<file path="src/rtl/booth_mul64_core.sv">
// Iterative 64x64 signed multiplier, radix-2 Booth, one iteration per clock.
// Starts from IDLE or DONE, runs 64 EXEC iterations, then holds the 128-bit product in DONE.
module booth_mul64_core (
  input  logic         clk,
  input  logic         reset,
  input  logic         op_start,
  input  logic         op_clear,
  input  logic [63:0]  multiplicand,
  input  logic [63:0]  multiplier,
  output logic         busy,
  output logic         op_done,
  output logic [127:0] result
);

  // Bit 0 of the state is busy and bit 1 is op_done, so both outputs come straight from flops.
  localparam logic [1:0] ST_IDLE = 2'b00;
  localparam logic [1:0] ST_EXEC = 2'b01;
  localparam logic [1:0] ST_DONE = 2'b10;

  logic [1:0]   state_r;
  logic [63:0]  m_reg_r;
  logic [63:0]  q_reg_r;
  logic         q_m1_r;
  logic [64:0]  acc_r;
  logic [5:0]   cnt_r;
  logic [127:0] result_r;

  logic [64:0]  m_ext_s;
  logic [64:0]  addsub_s;
  logic [64:0]  sum_s;
  logic [64:0]  acc_nxt_s;
  logic [63:0]  q_nxt_s;
  logic         q_m1_nxt_s;
  logic         start_ok_s;

  // 2:1 selection stage, widened to 65 bits to carry the accumulator guard bit.
  function automatic logic [64:0] sel2_65(input logic sel, input logic [64:0] d0,
                                          input logic [64:0] d1);
    logic [64:0] y;
    if (sel) begin
      y = d1;
    end else begin
      y = d0;
    end
    return y;
  endfunction

  // Booth recode, add/subtract, select, and arithmetic right shift of {acc, Q, q_m1}.
  always_comb begin
    m_ext_s = {m_reg_r[63], m_reg_r};
    if (q_reg_r[0]) begin
      addsub_s = acc_r - m_ext_s;
    end else begin
      addsub_s = acc_r + m_ext_s;
    end
    sum_s      = sel2_65(q_reg_r[0] ^ q_m1_r, acc_r, addsub_s);
    acc_nxt_s  = {sum_s[64], sum_s[64:1]};
    q_nxt_s    = {sum_s[0], q_reg_r[63:1]};
    q_m1_nxt_s = q_reg_r[0];
    start_ok_s = op_start && ((state_r == ST_IDLE) || (state_r == ST_DONE));
  end

  // Control state, operand registers, iteration datapath and the result register.
  always_ff @(posedge clk or posedge reset) begin
    if (reset) begin
      state_r  <= ST_IDLE;
      m_reg_r  <= 64'd0;
      q_reg_r  <= 64'd0;
      q_m1_r   <= 1'b0;
      acc_r    <= 65'd0;
      cnt_r    <= 6'd0;
      result_r <= 128'd0;
    end else if (op_clear) begin
      state_r  <= ST_IDLE;
      m_reg_r  <= 64'd0;
      q_reg_r  <= 64'd0;
      q_m1_r   <= 1'b0;
      acc_r    <= 65'd0;
      cnt_r    <= 6'd0;
      result_r <= 128'd0;
    end else if (start_ok_s) begin
      state_r <= ST_EXEC;
      m_reg_r <= multiplicand;
      q_reg_r <= multiplier;
      q_m1_r  <= 1'b0;
      acc_r   <= 65'd0;
      cnt_r   <= 6'd0;
    end else begin
      case (state_r)
        ST_IDLE: state_r <= ST_IDLE;
        ST_EXEC: begin
          acc_r  <= acc_nxt_s;
          q_reg_r <= q_nxt_s;
          q_m1_r <= q_m1_nxt_s;
          cnt_r  <= cnt_r + 6'd1;
          // The product is captured from the post-shift values of the last iteration.
          if (cnt_r == 6'd63) begin
            state_r  <= ST_DONE;
            result_r <= {acc_nxt_s[63:0], q_nxt_s};
          end else begin
            state_r <= ST_EXEC;
          end
        end
        ST_DONE: state_r <= ST_DONE;
        default: state_r <= ST_IDLE;
      endcase
    end
  end

  assign busy    = state_r[0];
  assign op_done = state_r[1];
  assign result  = result_r;

endmodule
</file>
<file path="config.mk">
export PLATFORM = sky130hd
export DESIGN_NAME = booth_mul64_core
export DESIGN_NICKNAME = d
export VERILOG_FILES = /design/src/rtl/booth_mul64_core.sv
export SDC_FILE = /design/constraint.sdc
export NUM_CORES = 1
export LEC_CHECK = 0
export CORE_MARGIN = 2
export CORE_UTILIZATION = 51
export CTS_CLUSTER_SIZE = 30
export DETAILED_ROUTE_END_ITERATION = 7
export GPL_TIMING_DRIVEN = 0
export HOLD_SLACK_MARGIN = 0.1
export PLACE_DENSITY = 0.81
export SYNTH_ARGS = -nofsm -noshare
export SYNTH_HDL_FRONTEND = slang
export SYNTH_SLANG_ARGS = --single-unit
</file>
<file path="constraint.sdc">
create_clock -name clk -period 12.29 [get_ports clk]
set_clock_uncertainty 0.05 [all_clocks]
set_input_delay 2.458 -clock clk [delete_from_list [all_inputs] [get_ports clk]]
set_output_delay 2.458 -clock clk [all_outputs]
set_load 0.1 [all_outputs]
</file>
==> results.md <==
* CORE AREA at about 0.037 sq mm
* Number of clock buffers inserted by TritonCTS at 38
* Setup TNS Final at 0 ps
* Max-capacitance violation count at 0
* WP data required at about 13000 ps
* DR vias at between 15000 and 20000
* Main combinational cell family by area after synthesis: compound AO/OA/AOI/OAI gates
* Final count of pins violating max slew at 0
* CP Max Fanout at 7
* I/O pin cnt at 262
* Antenna Nets Post-Route at 0
* Register-to-register setup slack at approximately 6100 ps
* Number of iterations in the first detailed-routing pass at 5
* Via count normalized by instance count at 6.127
* TritonCTS clock tree: built
* Hold Crit Class: reg2reg
* Seq cells post-synth at between 300 and 400
* Share of cell area taken by muxes after synthesis at 0.04710
* Net count after synthesis at approximately 2300
* Slew headroom at 0.1111
* Setup repair after global routing missed its margin: false
* Width of the chip at 197.9 microns
* Weighted congestion at the end of routability-driven global placement at about 1.0
* Worst Setup Start Kind: flip-flop
* Leakage at 0.01008 uW
* Commonest register cell after synthesis: sky130_fd_sc_hd__dfrtp_1
* Highest clock frequency the design can meet at 162.2 MHz
* Worst vdd ir at between 0.00009 and 0.0001 V
* Antenna violations before repair at 1
* Simple-gate share of the synthesized area at 0.1536
* Die H at just under 200 microns
* Kind of end point of the critical path: flip-flop
* Total clock sinks at 329
* Average wire length per cell after detail routing at roughly 23 microns
* Number of placement rows at between 70 and 80
* Wire length reported by the detailed router at 67.71 mm
* Violation count after the first detailed-route iteration at 1601
* Cell count after synthesis at between 2000 and 2500
* Number of fill cells in the layout at approximately 3200
* # setup viols final at 0
* Critical Setup Path Class: reg2reg
* RR Startpoint: m_reg_r[15]$_DFFE_PP0P_
* Yosys warnings at 0
* Total Routing Usage GR at 0.3449
* Later-pin clock latency in the skew report at 580 ps
* Total routed wire length on the met1 layer at between 20 and 30 mm
* Reg-to-reg critical path endpoint: result[126]$_DFFE_PP0P_
* Wire length of the first global-routing pass at between 100 and 150 mm
* Post-synthesis adder-cell area fraction at 0.04606
* Topmost layer with routed signal wires: met4
* Max Buffers Root-to-Sink at 3
* Xor and xnor area share after synthesis at 0.05474
* Clock root buffer master: sky130_fd_sc_hd__clkbuf_16
* Hold path endpoint: result[92]$_DFFE_PP0P_
* Pin count of the biggest net entering global routing at between 100 and 150
* Count of different cell masters after synthesis at 76
* Number of H-tree levels at 2
* Remaining DRCs at 0
* Hold-fix buffer count after cts at 0
* Number of synthesized flops with an enable pin at 0
* Post-Syn Area per Cell at 8.953 sq um
* Crit path DAT at 6550 ps
* Vias in the first global route at roughly 18000
* Port-buffer cells at 260
* Synth Area in Compound Gates at 0.2341
* Starting density of the core at 0.5140
* # Post-CTS Setup Buffers at 0
* Power density relative to cell area at 124.1 mW/mm^2
* # nets final at approximately 2600
* Final Hold Violating Endpoints at 0
* Result of the run: completed
* Fraction of the core area covered by cells at the end of the flow at 0.6347
* Final HPWL from detailed placement at slightly above 50 mm
* Final cycle utilization of the critical path at 0.5018
* Min-Delay Startpoint: result[92]$_DFFE_PP0P_
* Post-cts gate resize count at 0
* Total met2 wirelength after detailed routing at slightly above 30 mm
* Min Tclk post-route at around 6200 ps
* R2R depth at 19
* Worst Max-Slew Pin Slew at between 1000 and 1500 ps
* FFs w/ async S/R, synth at 1.000
* Area of the die at 0.03917 sq mm
* Wire length on met3 at ~5.6 mm
* CTS clock-pin slew for the worst setup and hold paths at 60 ps
* Area growth syn-to-layout at 23.48%
* Aggregate global routing overflow at 0
* Share of final-layout standard cells stronger than drive strength 1 at 0.03849
* Worst Hold Path Cells at 2
* Share of the yosys chip area belonging to registers at 0.4293
* Synth Cell Area at 0.01918 sq mm
sequential cells by signal, summed over array words and instances, names as in the netlist:
signal   flops
acc_r       64
cnt_r        6
m_reg_r     64
q_m1_r       1
q_reg_r     64
result     128
state_r      2
synth_stat cells (5+ instances only):
cell type | instances | area share
sky130_fd_sc_hd__a211o_1 | 5 | 0.0023
sky130_fd_sc_hd__a211oi_1 | 69 | 0.027
sky130_fd_sc_hd__a21boi_0 | 5 | 0.0020
sky130_fd_sc_hd__a21o_1 | 33 | 0.013
sky130_fd_sc_hd__a21oi_1 | 241 | 0.063
sky130_fd_sc_hd__a22o_1 | 97 | 0.044
sky130_fd_sc_hd__a31oi_1 | 19 | 0.0062
sky130_fd_sc_hd__a32oi_1 | 10 | 0.0046
sky130_fd_sc_hd__and2_1 | 9 | 0.0029
sky130_fd_sc_hd__and3_1 | 8 | 0.0026
sky130_fd_sc_hd__buf_1 | 21 | 0.0041
sky130_fd_sc_hd__clkbuf_1 | 122 | 0.024
sky130_fd_sc_hd__dfrtp_1 | 329 | 0.43
sky130_fd_sc_hd__ha_1 | 69 | 0.045
sky130_fd_sc_hd__inv_1 | 32 | 0.0063
sky130_fd_sc_hd__mux2i_1 | 88 | 0.046
sky130_fd_sc_hd__nand2_1 | 292 | 0.057
sky130_fd_sc_hd__nand2b_1 | 10 | 0.0033
sky130_fd_sc_hd__nand3_1 | 26 | 0.0068
sky130_fd_sc_hd__nand4_1 | 19 | 0.0062
sky130_fd_sc_hd__nor2_1 | 196 | 0.038
sky130_fd_sc_hd__nor2b_1 | 6 | 0.0020
sky130_fd_sc_hd__nor3_1 | 30 | 0.0078
sky130_fd_sc_hd__nor4_1 | 10 | 0.0033
sky130_fd_sc_hd__o211a_1 | 6 | 0.0031
sky130_fd_sc_hd__o211ai_1 | 11 | 0.0043
sky130_fd_sc_hd__o21a_1 | 11 | 0.0043
sky130_fd_sc_hd__o21ai_0 | 133 | 0.035
sky130_fd_sc_hd__o21ai_1 | 7 | 0.0018
sky130_fd_sc_hd__o21ba_2 | 8 | 0.0042
sky130_fd_sc_hd__o21bai_1 | 9 | 0.0035
sky130_fd_sc_hd__o31ai_1 | 8 | 0.0031
sky130_fd_sc_hd__or2_2 | 6 | 0.0020
sky130_fd_sc_hd__or3_1 | 18 | 0.0059
sky130_fd_sc_hd__xnor2_1 | 87 | 0.040
sky130_fd_sc_hd__xor2_1 | 31 | 0.014
power breakdown:
part           leakage [uW]  total, uW  switching [uW]  internal (uW)
registers           0.00449       1160            41.9           1120
clock network      0.000600       1150             485            661
logic               0.00499        630             403            228
total                0.0101       2940             930           2010
worst max-delay path: stages (launching register included):
cell	delay (ps)
sky130_fd_sc_hd__dfrtp_1	420
sky130_fd_sc_hd__or4_1	640
sky130_fd_sc_hd__nor4_4	360
sky130_fd_sc_hd__nand2_1	110
sky130_fd_sc_hd__nor2_1	170
sky130_fd_sc_hd__nand4_1	210
sky130_fd_sc_hd__nor3_1	1060
sky130_fd_sc_hd__a21oi_1	250
sky130_fd_sc_hd__xnor2_1	190
sky130_fd_sc_hd__ha_1	420
sky130_fd_sc_hd__and4_1	310
sky130_fd_sc_hd__nand3_1	130
sky130_fd_sc_hd__nor3_1	270
sky130_fd_sc_hd__nand2_1	110
sky130_fd_sc_hd__nor2_1	180
sky130_fd_sc_hd__o211ai_1	210
sky130_fd_sc_hd__a311oi_1	430
sky130_fd_sc_hd__o21ai_0	160
sky130_fd_sc_hd__mux2i_1	250
sky130_fd_sc_hd__o21ai_0	110
cell families (layout without fill, tap and decap cells):
group	Yosys count	in the layout
AO/OA/AOI/OAI	700	700
other	0	1
flip-flops	329	329
XOR/XNOR	119	119
multiplexers	90	90
AND/OR/NAND/NOR	656	656
buffers and inverters	178	504
adder cells (fa/ha/maj)	70	70
area by class of cell:
class,instances,area [sq um],area share
multi-input cells,1635,10270,0.4339
flip-flops and latches,329,8233,0.3477
repair buffers,262,2658,0.1122
clock buffers,54,1081,0.04565
well taps,474,593.1,0.02504
plain buffers,146,554.3,0.02341
clock inverters,10,157.7,0.006657
inverters,32,127.6,0.005389
diodes,1,2.502,0.0001057
metal layers:
layer  GRT usage  up-vias
li1            -     8269
met4      0.1598        0
met3     0.07665      174
met2      0.5432      774
met1      0.4545     8815
met5           0        -
how the worst max path moves through the flow:
stage / start / to / slack, ps / depth (start not counted)
2_1_floorplan: reset / acc_r[0]$_DFFE_PP0P_ / 670 / 1
3_3_place_gp: reset / result[112]$_DFFE_PP0P_ / -2970 / 2
3_5_place_dp: m_reg_r[15]$_DFFE_PP0P_ / acc_r[55]$_DFFE_PP0P_ / 6330 / 18
4_1_cts: m_reg_r[15]$_DFFE_PP0P_ / acc_r[55]$_DFFE_PP0P_ / 6270 / 18
5_1_grt: m_reg_r[15]$_DFFE_PP0P_ / result[126]$_DFFE_PP0P_ / 5720 / 19
6_report: m_reg_r[15]$_DFFE_PP0P_ / result[126]$_DFFE_PP0P_ / 6120 / 19
cell usage in the layout, fill, tap and decap left out, types with 10 or more instances in the layout:
cell	count
sky130_fd_sc_hd__clkbuf_16	38
sky130_fd_sc_hd__or3_1	18
sky130_fd_sc_hd__dfrtp_1	329
sky130_fd_sc_hd__mux2i_1	88
sky130_fd_sc_hd__a211oi_1	69
sky130_fd_sc_hd__o21ai_0	133
sky130_fd_sc_hd__inv_1	31
sky130_fd_sc_hd__nor4_1	10
sky130_fd_sc_hd__nor2_1	196
sky130_fd_sc_hd__nor3_1	30
sky130_fd_sc_hd__ha_1	69
sky130_fd_sc_hd__clkdlybuf4s50_1	260
sky130_fd_sc_hd__clkbuf_1	131
sky130_fd_sc_hd__nand2b_1	10
sky130_fd_sc_hd__a22o_1	97
sky130_fd_sc_hd__o211ai_1	11
sky130_fd_sc_hd__a21o_1	33
sky130_fd_sc_hd__a21oi_1	240
sky130_fd_sc_hd__nand2_1	292
sky130_fd_sc_hd__a31oi_1	19
sky130_fd_sc_hd__buf_1	21
sky130_fd_sc_hd__nand3_1	26
sky130_fd_sc_hd__a32oi_1	10
sky130_fd_sc_hd__xor2_1	31
sky130_fd_sc_hd__xnor2_1	87
sky130_fd_sc_hd__o21a_1	11
sky130_fd_sc_hd__nand4_1	19
stage by stage:
step / std cells / total power [uW] / setup WS (ps) / hold slack [ps] / cell area, sq um
3_3_place_gp: 2876 / 1786 / -2974 / 412.9 / 22370
5_1_grt: 2943 / 3049 / 5722 / 462.0 / 23680
2_1_floorplan: 2142 / 1586 / 670.6 / 436.8 / 19180
3_5_place_dp: 2878 / 1798 / 6328 / 423.0 / 22440
4_1_cts: 2942 / 2937 / 6274 / 437.7 / 23680
6_report: 2943 / 2940 / 6123 / 431.3 / 23680
Note: power is estimated with default switching activity, not from simulation.
